`src/rtl/mmio_uart_tx.sv`:
```
`default_nettype none
// ============================================================================
// Module      : mmio_uart_tx
// Description : Memory-mapped UART transmitter with a TX FIFO, a programmable
//               baud divider and a sticky overflow flag. Define
//               UART_TX_PARITY_EN for 8E1 framing; the default build is 8N1.
// Revision    : 1.0 - initial release
// ============================================================================
module mmio_uart_tx #(
    parameter logic [15:0] DEFAULT_DIV = 16'd868,
    parameter int          DEPTH       = 4
) (
    input  logic        clk,
    input  logic        rst,
    input  logic        sel,
    input  logic [7:0]  addr,
    input  logic [31:0] wdata,
    input  logic [2:0]  ReadControl,
    input  logic [2:0]  WriteControl,
    output logic [31:0] rdata,
    output logic        tx
);

    localparam int c_ptr_w = (DEPTH > 1) ? $clog2(DEPTH) : 1;
    localparam int c_cnt_w = (c_ptr_w + 1 < 3) ? 3 : c_ptr_w + 1;
    localparam logic [c_ptr_w-1:0] c_ptr_one = c_ptr_w'(1);
    localparam logic [c_cnt_w-1:0] c_cnt_one = c_cnt_w'(1);
    localparam logic [c_cnt_w-1:0] c_depth   = c_cnt_w'(DEPTH);

`ifdef UART_TX_PARITY_EN
    typedef enum logic [2:0] {
        IDLE   = 3'd0,
        START  = 3'd1,
        DATA   = 3'd2,
        PARITY = 3'd3,
        STOP   = 3'd4
    } state_t;
`else
    typedef enum logic [2:0] {
        IDLE  = 3'd0,
        START = 3'd1,
        DATA  = 3'd2,
        STOP  = 3'd4
    } state_t;
`endif

    state_t               r_state;
    logic [7:0]           r_mem [DEPTH];
    logic [c_ptr_w-1:0]   r_wr_ptr;
    logic [c_ptr_w-1:0]   r_rd_ptr;
    logic [c_cnt_w-1:0]   r_count;
    logic                 r_ovf;
    logic [15:0]          r_baud;
    logic [15:0]          r_div;
    logic [15:0]          r_clk_cnt;
    logic [2:0]           r_bit_cnt;
    logic [7:0]           r_data;
    logic                 r_tx;

    state_t               w_state_nxt;
    logic [15:0]          w_clk_cnt_nxt;
    logic [2:0]           w_bit_cnt_nxt;
    logic [2:0]           w_bit_inc;
    logic                 w_tx_nxt;
    logic                 w_pop;
    logic                 w_wr;
    logic                 w_rd;
    logic                 w_wr_txdata;
    logic                 w_wr_status;
    logic                 w_wr_baud;
    logic                 w_push;
    logic                 w_ovf_set;
    logic                 w_ovf_clr;
    logic                 w_empty;
    logic                 w_full;
    logic                 w_busy;
    logic                 w_bit_end;
    logic [31:0]          w_status;
    logic                 w_unused_bits;

    assign w_wr        = sel && (WriteControl != 3'd0);
    assign w_rd        = sel && (ReadControl != 3'd0);
    assign w_wr_txdata = w_wr && (addr[3:2] == 2'd0);
    assign w_wr_status = w_wr && (addr[3:2] == 2'd1);
    assign w_wr_baud   = w_wr && (addr[3:2] == 2'd2);

    assign w_empty   = (r_count == '0);
    assign w_full    = (r_count == c_depth);
    // Full is judged before any same-cycle pop, so a store into a full FIFO always drops.
    assign w_push    = w_wr_txdata && !w_full;
    assign w_ovf_set = w_wr_txdata && w_full;
    assign w_ovf_clr = w_wr_status && wdata[3];
    assign w_busy    = (r_state != IDLE) || !w_empty;
    assign w_bit_end = (r_clk_cnt == r_div - 16'd1);
    assign w_bit_inc = r_bit_cnt + 3'd1;

    assign w_status = {25'd0, r_count[2:0], r_ovf, w_empty, w_full, w_busy};
    assign w_unused_bits = ^{addr[7:4], addr[1:0], wdata[31:16]};

    always_comb begin
        rdata = 32'h0;
        if (w_rd) begin
            case (addr[3:2])
                2'd1:    rdata = w_status;
                2'd2:    rdata = {16'h0, r_baud};
                default: rdata = 32'h0;
            endcase
        end
    end

    always_comb begin
        w_state_nxt   = r_state;
        w_clk_cnt_nxt = r_clk_cnt + 16'd1;
        w_bit_cnt_nxt = r_bit_cnt;
        w_tx_nxt      = r_tx;
        w_pop         = 1'b0;
        case (r_state)
            IDLE: begin
                w_clk_cnt_nxt = 16'd0;
                if (!w_empty) begin
                    w_pop       = 1'b1;
                    w_state_nxt = START;
                    w_tx_nxt    = 1'b0;
                end
            end
            START: begin
                if (w_bit_end) begin
                    w_clk_cnt_nxt = 16'd0;
                    w_bit_cnt_nxt = 3'd0;
                    w_state_nxt   = DATA;
                    w_tx_nxt      = r_data[0];
                end
            end
            DATA: begin
                if (w_bit_end) begin
                    w_clk_cnt_nxt = 16'd0;
                    if (r_bit_cnt == 3'd7) begin
`ifdef UART_TX_PARITY_EN
                        w_state_nxt = PARITY;
                        w_tx_nxt    = ^r_data;
`else
                        w_state_nxt = STOP;
                        w_tx_nxt    = 1'b1;
`endif
                    end else begin
                        w_bit_cnt_nxt = w_bit_inc;
                        w_tx_nxt      = r_data[w_bit_inc];
                    end
                end
            end
`ifdef UART_TX_PARITY_EN
            PARITY: begin
                if (w_bit_end) begin
                    w_clk_cnt_nxt = 16'd0;
                    w_state_nxt   = STOP;
                    w_tx_nxt      = 1'b1;
                end
            end
`endif
            STOP: begin
                if (w_bit_end) begin
                    w_clk_cnt_nxt = 16'd0;
                    // Chain straight into the next start bit when more data is waiting.
                    if (!w_empty) begin
                        w_pop       = 1'b1;
                        w_state_nxt = START;
                        w_tx_nxt    = 1'b0;
                    end else begin
                        w_state_nxt = IDLE;
                    end
                end
            end
            default: begin
                w_state_nxt   = IDLE;
                w_clk_cnt_nxt = 16'd0;
                w_tx_nxt      = 1'b1;
            end
        endcase
    end

    always_ff @(posedge clk or posedge rst) begin
        if (rst) begin
            r_state   <= IDLE;
            r_tx      <= 1'b1;
            r_clk_cnt <= 16'd0;
            r_bit_cnt <= 3'd0;
            r_data    <= 8'd0;
            r_div     <= DEFAULT_DIV;
            r_wr_ptr  <= '0;
            r_rd_ptr  <= '0;
            r_count   <= '0;
            r_ovf     <= 1'b0;
            r_baud    <= DEFAULT_DIV;
        end else begin
            r_state   <= w_state_nxt;
            r_tx      <= w_tx_nxt;
            r_clk_cnt <= w_clk_cnt_nxt;
            r_bit_cnt <= w_bit_cnt_nxt;
            if (w_pop) begin
                r_data   <= r_mem[r_rd_ptr];
                r_div    <= r_baud;
                r_rd_ptr <= r_rd_ptr + c_ptr_one;
            end
            if (w_push) begin
                r_wr_ptr <= r_wr_ptr + c_ptr_one;
            end
            case ({w_push, w_pop})
                2'b10:   r_count <= r_count + c_cnt_one;
                2'b01:   r_count <= r_count - c_cnt_one;
                default: r_count <= r_count;
            endcase
            if (w_ovf_set) begin
                r_ovf <= 1'b1;
            end else if (w_ovf_clr) begin
                r_ovf <= 1'b0;
            end
            if (w_wr_baud) begin
                r_baud <= (wdata[15:0] == 16'd0) ? 16'd1 : wdata[15:0];
            end
        end
    end

    always_ff @(posedge clk) begin
        if (w_push) begin
            r_mem[r_wr_ptr] <= wdata[7:0];
        end
    end

    assign tx = r_tx;

endmodule
`default_nettype wire

```
`config.mk`:
```
export PLATFORM = sky130hd
export DESIGN_NAME = mmio_uart_tx
export DESIGN_NICKNAME = d
export VERILOG_FILES = /design/src/rtl/mmio_uart_tx.sv
export SDC_FILE = /design/constraint.sdc
export NUM_CORES = 1
export LEC_CHECK = 0
export BUFFER_PORTS_ARGS = -buffer_cell sky130_fd_sc_hd__buf_2
export CORE_ASPECT_RATIO = 0.6
export CORE_MARGIN = 3
export CORE_UTILIZATION = 57
export DETAILED_ROUTE_END_ITERATION = 8
export PLACE_DENSITY = 0.8
export SETUP_SLACK_MARGIN = 0.02
export SYNTH_ARGS = -nofsm -noshare
export SYNTH_HDL_FRONTEND = slang
export SYNTH_SLANG_ARGS = --single-unit
```
`constraint.sdc`:
```
create_clock -name clk -period 3.8 [get_ports clk]
set_input_delay 1.14 -clock clk [delete_from_list [all_inputs] [get_ports clk]]
set_output_delay 1.14 -clock clk [all_outputs]
set_load 0.01 [all_outputs]
```
# Word level (Yosys, flattened, before mapping)
# Memories as Yosys holds them, arrays and structs flattened. A register that Yosys moved wholly into a read port is not among the register bits.
# Index checks and enable logic that the tools add are counted.
totals:
  ff_bits: 63
  ram_bits: 32
  inputBits: 49
  output_inout_bits: 33
  wordCells: 92
  n_memories: 1
op_classes:
  add_sub_neg: 7
  order_cmp: 1
  n_eq_ne: 16
  muxes: 32
  reduce_logical: 25
memory_table:
  columns: ["memory", "words", "word_bits", "rd", "rd_ports_with_merged_regs", "write_ports", "line_no", "rtl"]
  rows:
  - ["r_mem", 4, 8, 1, 1, 1, "48", "logic [7:0] r_mem [DEPTH];"]
ops:
  columns: ["cell", "count"]
  rows:
  - ["16-bit 2-to-1 mux", 4]
  - ["16-bit case mux with 2 select lines", 1]
  - ["3-bit 2-to-1 mux", 8]
  - ["16-bit by 1-bit adder with 16-bit output (second input constant)", 1]
  - ["16-bit == test", 1]
  - ["16-bit logical NOT", 1]
  - ["16-bit by 1-bit subtractor with 16-bit output (second input constant)", 1]
  - ["1-bit 2-to-1 mux", 13]
  - ["2-bit != test (second input constant)", 6]
  - ["3-bit case mux with 2 select lines", 2]
  - ["3-bit case mux with 4 select lines", 1]
  - ["3-bit == test (second input constant)", 3]
  - ["3-bit nonzero test", 3]
  - ["1-bit logical AND", 8]
  - ["3-bit by 1-bit adder with 3-bit output (second input constant)", 2]
  - ["3-bit logical NOT", 2]
  - ["2-bit nonzero test", 3]
  - ["5-bit AND reduction", 1]
  - ["2-bit by 1-bit adder with 2-bit output (second input constant)", 2]
  - ["2-bit by 1-bit == test with 1-bit output (second input constant)", 2]
  - ["2-bit == test (second input constant)", 2]
  - ["3-bit by 4-bit < comparator with 1-bit output (second input constant)", 1]
  - ["1-bit case mux with 4 select lines", 1]
  - ["4-bit AND reduction", 1]
  - ["other kinds (10)", 11]

# Logic depth before layout (Yosys ltp)
# Gate-level depths: netlist (run 1).
depth:
  ltp_word: 6
  mapped_depth: 16
  mapped_depth_nobuf: 14

# Least setup slack after synthesis (run 1)
# No wires, ideal clock.
synth_path:
  kind: "register -> register"
  startpoint: "reg r_div[0]"
  endpoint: "reg r_count[2]"
  setup_time_ps: 79
  arrival_ps: 3380
  t_required_ps: 3721
  setup_slack_ps: 341
  stages_incl_launch_ff: 17
  path_buffers: 2
  synth_period_minus_slack_ps: 3459
  cell_sequence: "dfrtp_1 inv_1 ha_1 nor2b_1 clkbuf_1 a21oi_1 nand4b_1 nor4_2 o2111ai_4 a21oi_4 buf_12 ha_1 inv_1 fa_1 xor2_1 nor2_1 xor2_1"
synth_via:
  elab_chain_len: 6
  elab_cells_between_ends: 8
  cone_classes: "1 x add/sub; 3 x eq/ne; 3 x mux; 1 x reduce/logical"
synth_rtl:
  columns: ["item", "line_no", "rtl"]
  rows:
  - ["start, declared", "54", "logic [15:0] r_div;"]
  - ["start signal, assigned", "201", "r_div <= r_baud;"]
  - ["16-bit by 1-bit subtractor with 16-bit output *", "94", "assign w_bit_end = (r_clk_cnt == r_div - 16'd1);"]
  - ["16-bit == test *", "94", null]
  - ["1-bit 2-to-1 mux *", "161", "if (w_bit_end) begin"]
  - ["1-bit case mux with 2 select lines *", "117", "case (r_state)"]
  - ["via w_pop", "65", "logic w_pop;"]
  - ["2-bit by 1-bit == test with 1-bit output / 2-bit == test (equally long branches)", "207", "case ({w_push, w_pop})"]
  - ["3-bit case mux with 2 select lines / 2-bit nonzero test (equally long branches)", null, null]
  - ["end signal, assigned", "208", "2'b10: r_count <= r_count + c_cnt_one;"]
  - ["end signal, assigned", "209", "2'b01: r_count <= r_count - c_cnt_one;"]
  - ["end signal, assigned", "210", "default: r_count <= r_count;"]
  - ["end, declared", "51", "logic [c_cnt_w-1:0] r_count;"]
# The timed path passes the listed nets; every way through them passes the cells marked *.
# A chain may end at the register's enable or synchronous reset.

# Worst setup path in the final report (run 1)
layout_path:
  startpoint: "in ReadControl[1]"
  endpoint: "out rdata[2]"
layout_via:
  elab_chain_len: 3
layout_rtl:
  columns: ["item", "line_no", "rtl"]
  rows:
  - ["start, declared", "18", "input logic [2:0] ReadControl,"]
  - ["3-bit nonzero test", "82", "assign w_rd = sel && (ReadControl != 3'd0);"]
  - ["1-bit logical AND", "82", null]
  - ["16-bit 2-to-1 mux", "102", "if (w_rd) begin"]
  - ["end, declared", "20", "output logic [31:0] rdata,"]
# No other way between the ends.

==> reports/metrics.csv, run 1 <==
metric,value,unit
largest net degree at the start of global routing,39,
final worst path period share,95.5,%
Critical Path Fanout Max,7,
endpoints failing setup,0,
Clock Skew,0.00787,ns
"Top FF cell, synth",dfrtp_1,
gpl congestion,0.885,
r2r worst-path depth,12,
Area after DPL,5670,µm²
final instance area,5970,µm²
number of clock sinks,103,
TritonCTS clock tree,yes,
total CTS buffers,9,
TritonRoute pass-1 iters,5,
Final HPWL DP,8460,µm
crit path from,ReadControl[1],
Syn Area/Cell,12.2,µm²
Final nets,548,
unrepaired setup endpoints after global routing,no,
multi-input logic area,2430,µm²
first-pass GRT wire length,19200,µm
r2r setup slk,0.30,ns
CP Launch Type,input port,
Top Ports,82,
Worst slew margin,32.1,%
Setup CP Type,input port to output pin,
crit path DAT,2.49,ns
Final Hold Violating Endpoints,0,
Port-buffer cells,43,
1st-iter DRT viols,256,
critical path required time,2.66,ns
register area share after synthesis,51.0,%
Leakage,2.58,nW
Tot GR Track Use,23.4,%
share of the synthesized area in the top cell type,27.8,%
share of layout cells above drive strength 1,25.9,%
Crit Reg-Reg Endpoint,r_count[2],
Synth area leaders,"dfrtp_1 28%, edfxtp_1 18%, dfstp_2 5.4%, mux2_4 5.3%, mux4_2 4.2%",
vias,3646,
number of synthesized flops with an enable pin,32,
PwrDens,661,nW/µm²
drt drc,0,
DR vias/cell,5.91,
dominant cell type by area after synthesis,dfrtp_1,
#FFs+latches synth,103,
Final min period,3.63,ns
crit-path max cell delay,0.86,ns
clock buffer depth,2,
Site Rows,26,
die height,81.4,µm
Highest Clock Rate,275,MHz
CP Capture Type,output pin,
post-CTS setup buffers,0,
drt wl/cell,18.7,µm
outcome,"finished, final reports clean",
critical path endpoint,rdata[2],
Crit-path slowest cell,o311ai_1,
post-route ant nets,0,
Sum Neg Setup Slack,0,ns
Least-Margin Pin Slew,1.00,ns
Async SR Flop Fraction,68.9,%
# fillers,662,
Post-Route WL,11600,µm
"critical path, cell by cell",buf_2 -> o311ai_1 -> nor2_1 -> buf_2,
worst vdd ir,0.000338,V
YS warnings,0,
worst min path class,register to register,
Slew Limit Fails,0,
max cap viols,0,
grt total ovfl,0,
initial antenna violation count,1,
core area,8850,µm²
die width,132,µm
Max H-tree Level,3,
Die Area,10700,µm²
RR Startpoint,r_div[3],
Post-Syn Area,5400,µm²
Netlist cell types,62,
vias in the first global route,3539,
Ant. Diodes,0,
CTS root buf,clkbuf_16,
Sequential Area,2750,µm²
Synth-to-Final Area Change,10.7,%
Initial Util,61.0,%
Worst-path clk slew,0.07,ns
worst skew pair latency,0.36,ns
CP dominant cell by count,buf_2,
Synth Instances,443,
==> state kept, by name, indices dropped and copies added (netlist names), 2 cells and up <==
signal / cells
r_bit_cnt: 3
r_rd_ptr: 2
r_clk_cnt: 16
r_state: 3
r_count: 3
r_wr_ptr: 2
r_baud: 16
r_mem: 32
r_data: 8
r_div: 16
==> through the flow <==
step | worst slack [ns] | hold slack [ns] | power (W) | std cells | util (%)
3_5_place_dp | 0.229 | 0.496 | 0.00301 | 601 | 64.1
5_1_grt | 0.0233 | 0.532 | 0.00420 | 617 | 67.5
3_3_place_gp | 0.242 | 0.486 | 0.00294 | 601 | 64.1
2_1_floorplan | 0.341 | 0.464 | 0.00270 | 458 | -
6_report | 0.170 | 0.523 | 0.00395 | 617 | 67.5
4_1_cts | 0.151 | 0.516 | 0.00394 | 617 | 67.4
==> placed cells by master (no fill, tap or decap), drive strengths merged, types with 2 or more instances in the layout <==
cell | netlist | final
dfrtp | 60 | 60
buf | 23 | 49
nor2 | 40 | 40
edfxtp | 32 | 32
mux2 | 31 | 31
inv | 18 | 22
xnor2 | 19 | 19
xor2 | 18 | 18
nand2 | 17 | 17
and2 | 16 | 16
conb | 1 | 16
nand3 | 12 | 12
ha | 12 | 12
nor4 | 12 | 12
a22o | 11 | 11
dfstp | 11 | 11
mux4 | 10 | 10
o21ai | 10 | 10
clkbuf | 9 | 9
a21oi | 9 | 9
nor3 | 8 | 8
a22oi | 6 | 6
or3 | 6 | 6
and3 | 5 | 5
nand2b | 4 | 4
nand4 | 4 | 4
nor2b | 4 | 4
a31oi | 3 | 3
a21boi | 3 | 3
mux2i | 3 | 3
a211oi | 3 | 3
and3b | 2 | 2
o41ai | 2 | 2
clkinv | 0 | 2
==> area by class of cell <==
type	count	area share, %
Tap cell	126	2.64
Clock buffer	9	3.77
Multi-Input combinational cell	305	40.6
Clock inverter	7	1.21
Sequential cell	103	46.1
Timing Repair Buffer	49	4.57
Inverter	18	1.13
==> what timing repair did <==
| item | 4_1_cts | 5_1_grt |
|---|---|---|
| hold buffers | 0 | 0 |
| resized for setup | 0 | 2 |
| endpoints found under the setup margin | 0 | 1 |
==> cell families (layout without fill, tap and decap cells) <==
group                    after synthesis  count (layout)  share of synthesized area [%]
flip-flops                           103             103                           51.0
XOR/XNOR                              38              38                           6.42
buffers and inverters                 50              83                           5.26
AO/OA/AOI/OAI                         58              58                           8.25
multiplexers                          44              44                           12.5
AND/OR/NAND/NOR                      136             136                           13.4
adder cells (fa/ha/maj)               13              13                           3.15
other                                  1              16                         0.0695
==> cell usage after synthesis (2+ instances only) <==
master / count
nor4_1: 11
mux2_4: 19
buf_4: 16
nor2_1: 40
mux4_2: 10
or3_1: 5
nor2b_1: 4
clkbuf_1: 9
nor3_2: 2
and3_1: 5
xor2_1: 18
mux2i_1: 3
nand2b_1: 4
o21ai_0: 9
a31oi_1: 3
a21boi_0: 3
and3b_1: 2
a21oi_1: 8
nor3_1: 6
buf_1: 2
nand3_1: 12
ha_1: 12
inv_1: 18
a22oi_1: 6
dfstp_2: 11
dfrtp_1: 60
xnor2_1: 19
buf_12: 2
buf_2: 3
nand2_1: 17
nand4_1: 4
mux2_2: 12
o41ai_1: 2
a211oi_1: 2
edfxtp_1: 32
and2_1: 16
a22o_1: 11
==> layer usage <==
| layer | wire length (µm) | up-vias | GRT usage [%] | part of all wire (%) |
|---|---|---|---|---|
| met3 | 831 | 19 | 6.81 | 7.2 |
| met4 | 133 | 2 | 6.18 | 1.1 |
| met5 | 13 | - | 0 | 0.11 |
| met2 | 4890 | 144 | 34.5 | 42 |
| li1 | - | 1654 | - | - |
| met1 | 5700 | 1827 | 34.1 | 49 |
==> how the worst min path moves through the flow <==
stage / to / cells past startpoint / start / slack (ns)
detailed placement: r_data[2] / 1 / r_data[2] / 0.50
global route: r_data[2] / 1 / r_data[2] / 0.53
floorplan: r_state[2] / 1 / r_state[0] / 0.46
global placement: r_ovf / 1 / r_ovf / 0.49
finish: r_data[5] / 1 / r_data[5] / 0.52
CTS: r_state[2] / 1 / r_state[0] / 0.52
==> worst max-delay path: cells and delay by family <==
| family | cells | cell delay, ns |
|---|---|---|
| AOI/OAI and AO/OA | 1 | 0.86 |
| buffers and inverters | 2 | 0.31 |
| and+or+nand+nor | 1 | 0.18 |
==> where the power goes <==
part | switching [W] | internal [W] | total [W]
logic | 0.000646 | 0.000668 | 0.00131
registers | 0.000322 | 0.00140 | 0.00172
clock network | 0.000453 | 0.000465 | 0.000918
Note: power is estimated with default switching activity, not from simulation.
==> inputs of run 2 (changes only) <==
--- a/config.mk
+++ b/config.mk
@@ -8,9 +8,9 @@
 export BUFFER_PORTS_ARGS = -buffer_cell sky130_fd_sc_hd__buf_2
 export CORE_ASPECT_RATIO = 0.6
 export CORE_MARGIN = 3
-export CORE_UTILIZATION = 57
+export CORE_UTILIZATION = 45
 export DETAILED_ROUTE_END_ITERATION = 8
-export PLACE_DENSITY = 0.8
+export PLACE_DENSITY = 0.66
 export SETUP_SLACK_MARGIN = 0.02
 export SYNTH_ARGS = -nofsm -noshare
 export SYNTH_HDL_FRONTEND = slang
==> constraint.sdc (replaced) <==
create_clock -name clk -period 4.4 [get_ports clk]
set_input_delay 1.32 -clock clk [delete_from_list [all_inputs] [get_ports clk]]
set_output_delay 1.32 -clock clk [all_outputs]
set_load 0.01 [all_outputs]
==> run 2 against run 1 <==
Compared with the run above:
- die area rose by 25%
- wire length down 1.4%
- cell count rose by 5.2%
- critical path type unchanged
- design area unchanged
- total power fell by 14%
- sequential share of layout area stayed put
- hold slack worse by 0.011 ns
- setup slack better by 0.11 ns
- clock power is 15% lower
- highest routed layer is now met4
==> reports/metrics.csv, run 2 (same netlist as run 1, synthesis figures left out) <==
metric,value,unit
final worst path period share,93.6,%
drt drc,0,
largest net degree at the start of global routing,28,
vias in the first global route,3370,
multi-input logic area,2420,µm²
1st-iter DRT viols,277,
worst skew pair latency,0.35,ns
most frequent cells in the layout,"60 x dfrtp_1, 43 x buf_2, 40 x nor2_1",
Initial Util,47.0,%
CP Buf/Inv Count,2,
Synth-to-Final Area Change,10.7,%
endpoints failing setup,0,
Leakage,2.55,nW
critical path required time,3.08,ns
crit-path max cell delay,1.00,ns
max cap viols,0,
TritonRoute pass-1 iters,5,
Critical Path Fanout Max,7,
Highest Clock Rate,243,MHz
Sum Neg Setup Slack,0,ns
total CTS buffers,9,
die width,147,µm
PwrDens,565,nW/µm²
Psw,0.00121,W
worst min path class,register to register,
Internal,0.00217,W
Final min period,4.12,ns
clock share of power,23.0,%
Sequential Area,2750,µm²
share of layout cells above drive strength 1,25.2,%
Setup CP Type,input port to output pin,
number of clock sinks,103,
Post-Route WL,11400,µm
Tot GR Track Use,18.0,%
Least-Margin Pin Slew,1.19,ns
first-pass GRT wire length,18700,µm
Final HPWL DP,8560,µm
clock buffer depth,2,
Clock Skew,0.00874,ns
Comb pwr share,33.4,%
cts hold-fix bufs,0,
Top delay family on crit path,compound AO/OA/AOI/OAI gates,
post-route insts no fill,649,
Crit-path slowest cell,o311ai_1,
RR Startpoint,r_div[0],
CP Capture Type,output pin,
Worst-path clk slew,0.07,ns
Slew Limit Fails,0,
"critical path, cell by cell",buf_2 -> o311ai_1 -> nor2_1 -> buf_2,
r2r worst-path depth,14,
CP Launch Type,input port,
crit path from,ReadControl[1],
"commonest non-fill, non-tap cell in the layout",dfrtp_1,
Crit Reg-Reg Endpoint,r_count[2],
initial antenna violation count,0,
outcome,"finished, final reports clean",
grt total ovfl,0,
most flop-heavy register,r_mem,
vias,3489,
Ant. Diodes,0,
Final nets,546,
unrepaired setup endpoints after global routing,no,
DR vias/cell,5.38,
TritonCTS clock tree,yes,
critical path endpoint,rdata[2],
CTS root buf,clkbuf_16,
Seq pwr share,43.6,%
Top Ports,82,
Levels on crit path,4,
CP dominant cell by count,buf_2,
Sw Ratio,35.7,%
gpl congestion,0.863,
core area,11500,µm²
# fillers,1025,
Max H-tree Level,3,
crit path DAT,2.80,ns
Die Area,13400,µm²
Final Hold Violating Endpoints,0,
Site Rows,30,
post-CTS setup buffers,0,
post-CTS resize count,0,
worst vdd ir,0.000230,V
r2r setup slk,0.59,ns
post-route ant nets,0,
Largest register FFs,32,
die height,90.8,µm
placed cell count,633,
Worst slew margin,19.1,%
Port-buffer cells,43,
drt wl/cell,17.6,µm
run 2: cell count changes in the layout (fill, tap and decap cells not counted):
cell and change:
nor2b_1 +1, inv_8 -1, buf_12 -1, buf_4 -1
nor2b_4 -1, clkinv_1 +1
run 2: final cells by class:
class / instances / share of cell area, %
clock inverters: 7 / 1.09
inverters: 18 / 1.13
clock buffers: 9 / 3.77
repair buffers: 47 / 4.10
multi-input cells: 305 / 40.5
well taps: 160 / 3.35
flip-flops and latches: 103 / 46.1
run 2: worst register-to-register path, cell delays in order (launching register included):
cell	delay, ns
dfrtp_1	0.47
inv_1	0.09
ha_1	0.25
nor2b_1	0.53
a21oi_1	0.15
nand4b_1	0.22
nor4_2	0.44
o2111ai_4	0.33
a21oi_4	0.24
ha_1	0.19
inv_1	0.06
fa_1	0.37
xor2_1	0.15
nor2_1	0.11
xor2_1	0.14
run 2: worst min-delay path by stage:
stage,cells after the start,startpoint,slack (ns),endpoint
after floorplan,1,r_state[0],0.46,r_state[2]
after global placement,1,r_ovf,0.47,r_ovf
after detailed placement,1,r_data[2],0.50,r_data[2]
after CTS,1,r_data[2],0.52,r_data[2]
after global routing,1,r_data[1],0.54,r_data[1]
final,1,r_data[1],0.51,r_data[1]
run 2: stage by stage:
step,power [W],setup WS [ns],instance area (µm²),util (%),hold WS [ns]
2_1_floorplan,0.00233,0.833,5460,-,0.464
3_3_place_gp,0.00256,0.277,5680,49.5,0.475
3_5_place_dp,0.00260,0.259,5680,49.5,0.499
4_1_cts,0.00339,0.256,5970,52.0,0.516
5_1_grt,0.00359,0.177,5970,52.0,0.537
6_report,0.00338,0.283,5970,52.0,0.512
run 2: power groups by stage:
stage                     sequential [W]  clock (W)  combinational, W
after global placement           0.00148          0           0.00108
final                            0.00147   0.000777           0.00113
after detailed placement         0.00149          0           0.00112
after CTS                        0.00147   0.000797           0.00112
after global routing             0.00151   0.000836           0.00125
after floorplan                  0.00136          0          0.000969
run 2: routing by layer:
metal | wire length (µm) | up-vias | part of all wire, % | global-route usage, %
met3 | 751 | 10 | 6.6 | 4.81
li1 | - | 1650 | - | -
met2 | 4290 | 127 | 38 | 22.2
met5 | 0 | - | 0 | 0
met4 | 107 | 0 | 0.94 | 4.57
met1 | 6260 | 1702 | 55 | 30.1
==> inputs of run 3 (changes only) <==
--- a/config.mk
+++ b/config.mk
@@ -6,7 +6,6 @@
 export NUM_CORES = 1
 export LEC_CHECK = 0
 export BUFFER_PORTS_ARGS = -buffer_cell sky130_fd_sc_hd__buf_2
-export CORE_ASPECT_RATIO = 0.6
 export CORE_MARGIN = 3
 export CORE_UTILIZATION = 45
 export DETAILED_ROUTE_END_ITERATION = 8
==> run 3 against run 2 <==
Compared with the run above:
- clock skew grew 0.0041 ns
- maximum frequency up 6.5%
- via count fell by 0.57%
- clock power grew 2%
- critical endpoint is now rdata[15]
- sequential share of layout area is 0.14 points higher
- cell count decreased by 2.8%
- combinational power is 4% lower
- die area down 0.32%
- global-route usage shrank 1.7 points
- sequential power about the same
- utilization shrank 0.51 points
==> reports/metrics.csv, run 3 (same netlist as run 1, synthesis figures left out) <==
metric,value,unit
Post-Route WL,10400,µm
post-route insts no fill,631,
CP Launch Type,input port,
die height,116,µm
number of clock sinks,103,
Pwr Total,0.00335,W
core area,11600,µm²
post-CTS setup buffers,0,
Setup CP Type,input port to output pin,
worst min path class,register to register,
Leakage,2.56,nW
Final nets,545,
largest net degree at the start of global routing,33,
Top Ports,82,
# fillers,977,
Highest Clock Rate,259,MHz
pre-CTS WS,0.545,ns
gpl congestion,0.833,
Synth-to-Final Area Change,10.3,%
PwrDens,563,nW/µm²
outcome,"finished, final reports clean",
cts hold-fix bufs,0,
critical path required time,3.08,ns
Least-Margin Pin Slew,0.803,ns
die width,116,µm
most frequent cells in the layout,"60 x dfrtp_1, 43 x buf_2, 40 x nor2_1",
Worst-path clk slew,0.07,ns
crit path DAT,2.55,ns
vias in the first global route,3301,
post-CTS resize count,0,
max cap viols,0,
Max H-tree Level,3,
vias,3469,
Worst slew margin,46.3,%
total CTS buffers,9,
Clock Skew,0.0128,ns
TritonRoute pass-1 iters,4,
Tot GR Track Use,16.2,%
Site Rows,39,
endpoints failing setup,0,
Critical Path Fanout Max,10,
drt wl/cell,16.5,µm
grt total ovfl,0,
1st-iter DRT viols,209,
share of layout cells above drive strength 1,25.2,%
worst skew pair latency,0.34,ns
Slew Limit Fails,0,
final worst slack,0.533,ns
Die Area,13300,µm²
most flop-heavy register,r_mem,
CP Capture Type,output pin,
Final Hold Violating Endpoints,0,
final worst path period share,87.9,%
Largest register FFs,32,
clock buffer depth,2,
post-route ant nets,0,
Final HPWL DP,7620,µm
Sum Neg Setup Slack,0,ns
"commonest non-fill, non-tap cell in the layout",dfrtp_1,
TritonCTS clock tree,yes,
placed cell count,615,
Util after Layout,51.5,%
first-pass GRT wire length,17100,µm
unrepaired setup endpoints after global routing,no,
CTS root buf,clkbuf_16,
Initial Util,46.7,%
drt drc,0,
Ant. Diodes,0,
Final min period,3.87,ns
worst vdd ir,0.000298,V
DR vias/cell,5.50,
Port-buffer cells,43,
initial antenna violation count,0,
-- run 3: changes by cell type in the layout (fill, tap and decap cells not counted), sizes merged --
cell / change
inv: +3
clkinv: -2
buf: -1
clkinvlp: -1
-- run 3: worst paths after layout --
check	start	to	slack (ns)	depth (start not counted)
setup / recovery	addr[2]	rdata[15]	0.53	6
hold / removal	r_clk_cnt[0]	r_clk_cnt[0]	0.51	1
setup reg to reg	r_div[0]	r_count[2]	0.74	14
hold reg to reg	r_clk_cnt[0]	r_clk_cnt[0]	0.51	1
max in group asynchronous	rst	r_baud[6]	2.51	3
min in group asynchronous	rst	r_bit_cnt[0]	1.07	2
-- run 3: power by group --
part / switching (W) / total [W] / leakage (nW) / internal [W]
logic: 0.000528 / 0.00109 / 1.24 / 0.000567
registers: 0.000260 / 0.00147 / 1.17 / 0.00121
clock network: 0.000385 / 0.000792 / 0.150 / 0.000407
-- run 3: layout make-up --
class	instances	area, µm²	share of cell area [%]
Multi-Input combinational cell	305	2420	40.6
Clock buffer	9	225	3.78
Timing Repair Buffer	46	238	3.99
Sequential cell	103	2750	46.2
Tap cell	143	179	3.00
Inverter	18	67.6	1.13
Clock inverter	7	76.3	1.28
-- run 3: layer usage --
metal,GRT usage [%],wire (µm)
met5,0,0
met4,3.36,72
met3,2.87,498
met2,25.2,4850
met1,24.1,4970
-- run 3: critical path, stage by stage --
cell	delay (ns)
buf_2	0.11
inv_1	0.07
ha_1	0.34
o311a_1	0.39
and2_1	0.18
buf_2	0.13
-- run 3: through the flow --
stage | area, µm² | hold WS [ns]
floorplan | 5460 | 0.464
global placement | 5660 | 0.485
detailed placement | 5660 | 0.492
CTS | 5960 | 0.509
global route | 5960 | 0.535
finish | 5960 | 0.506
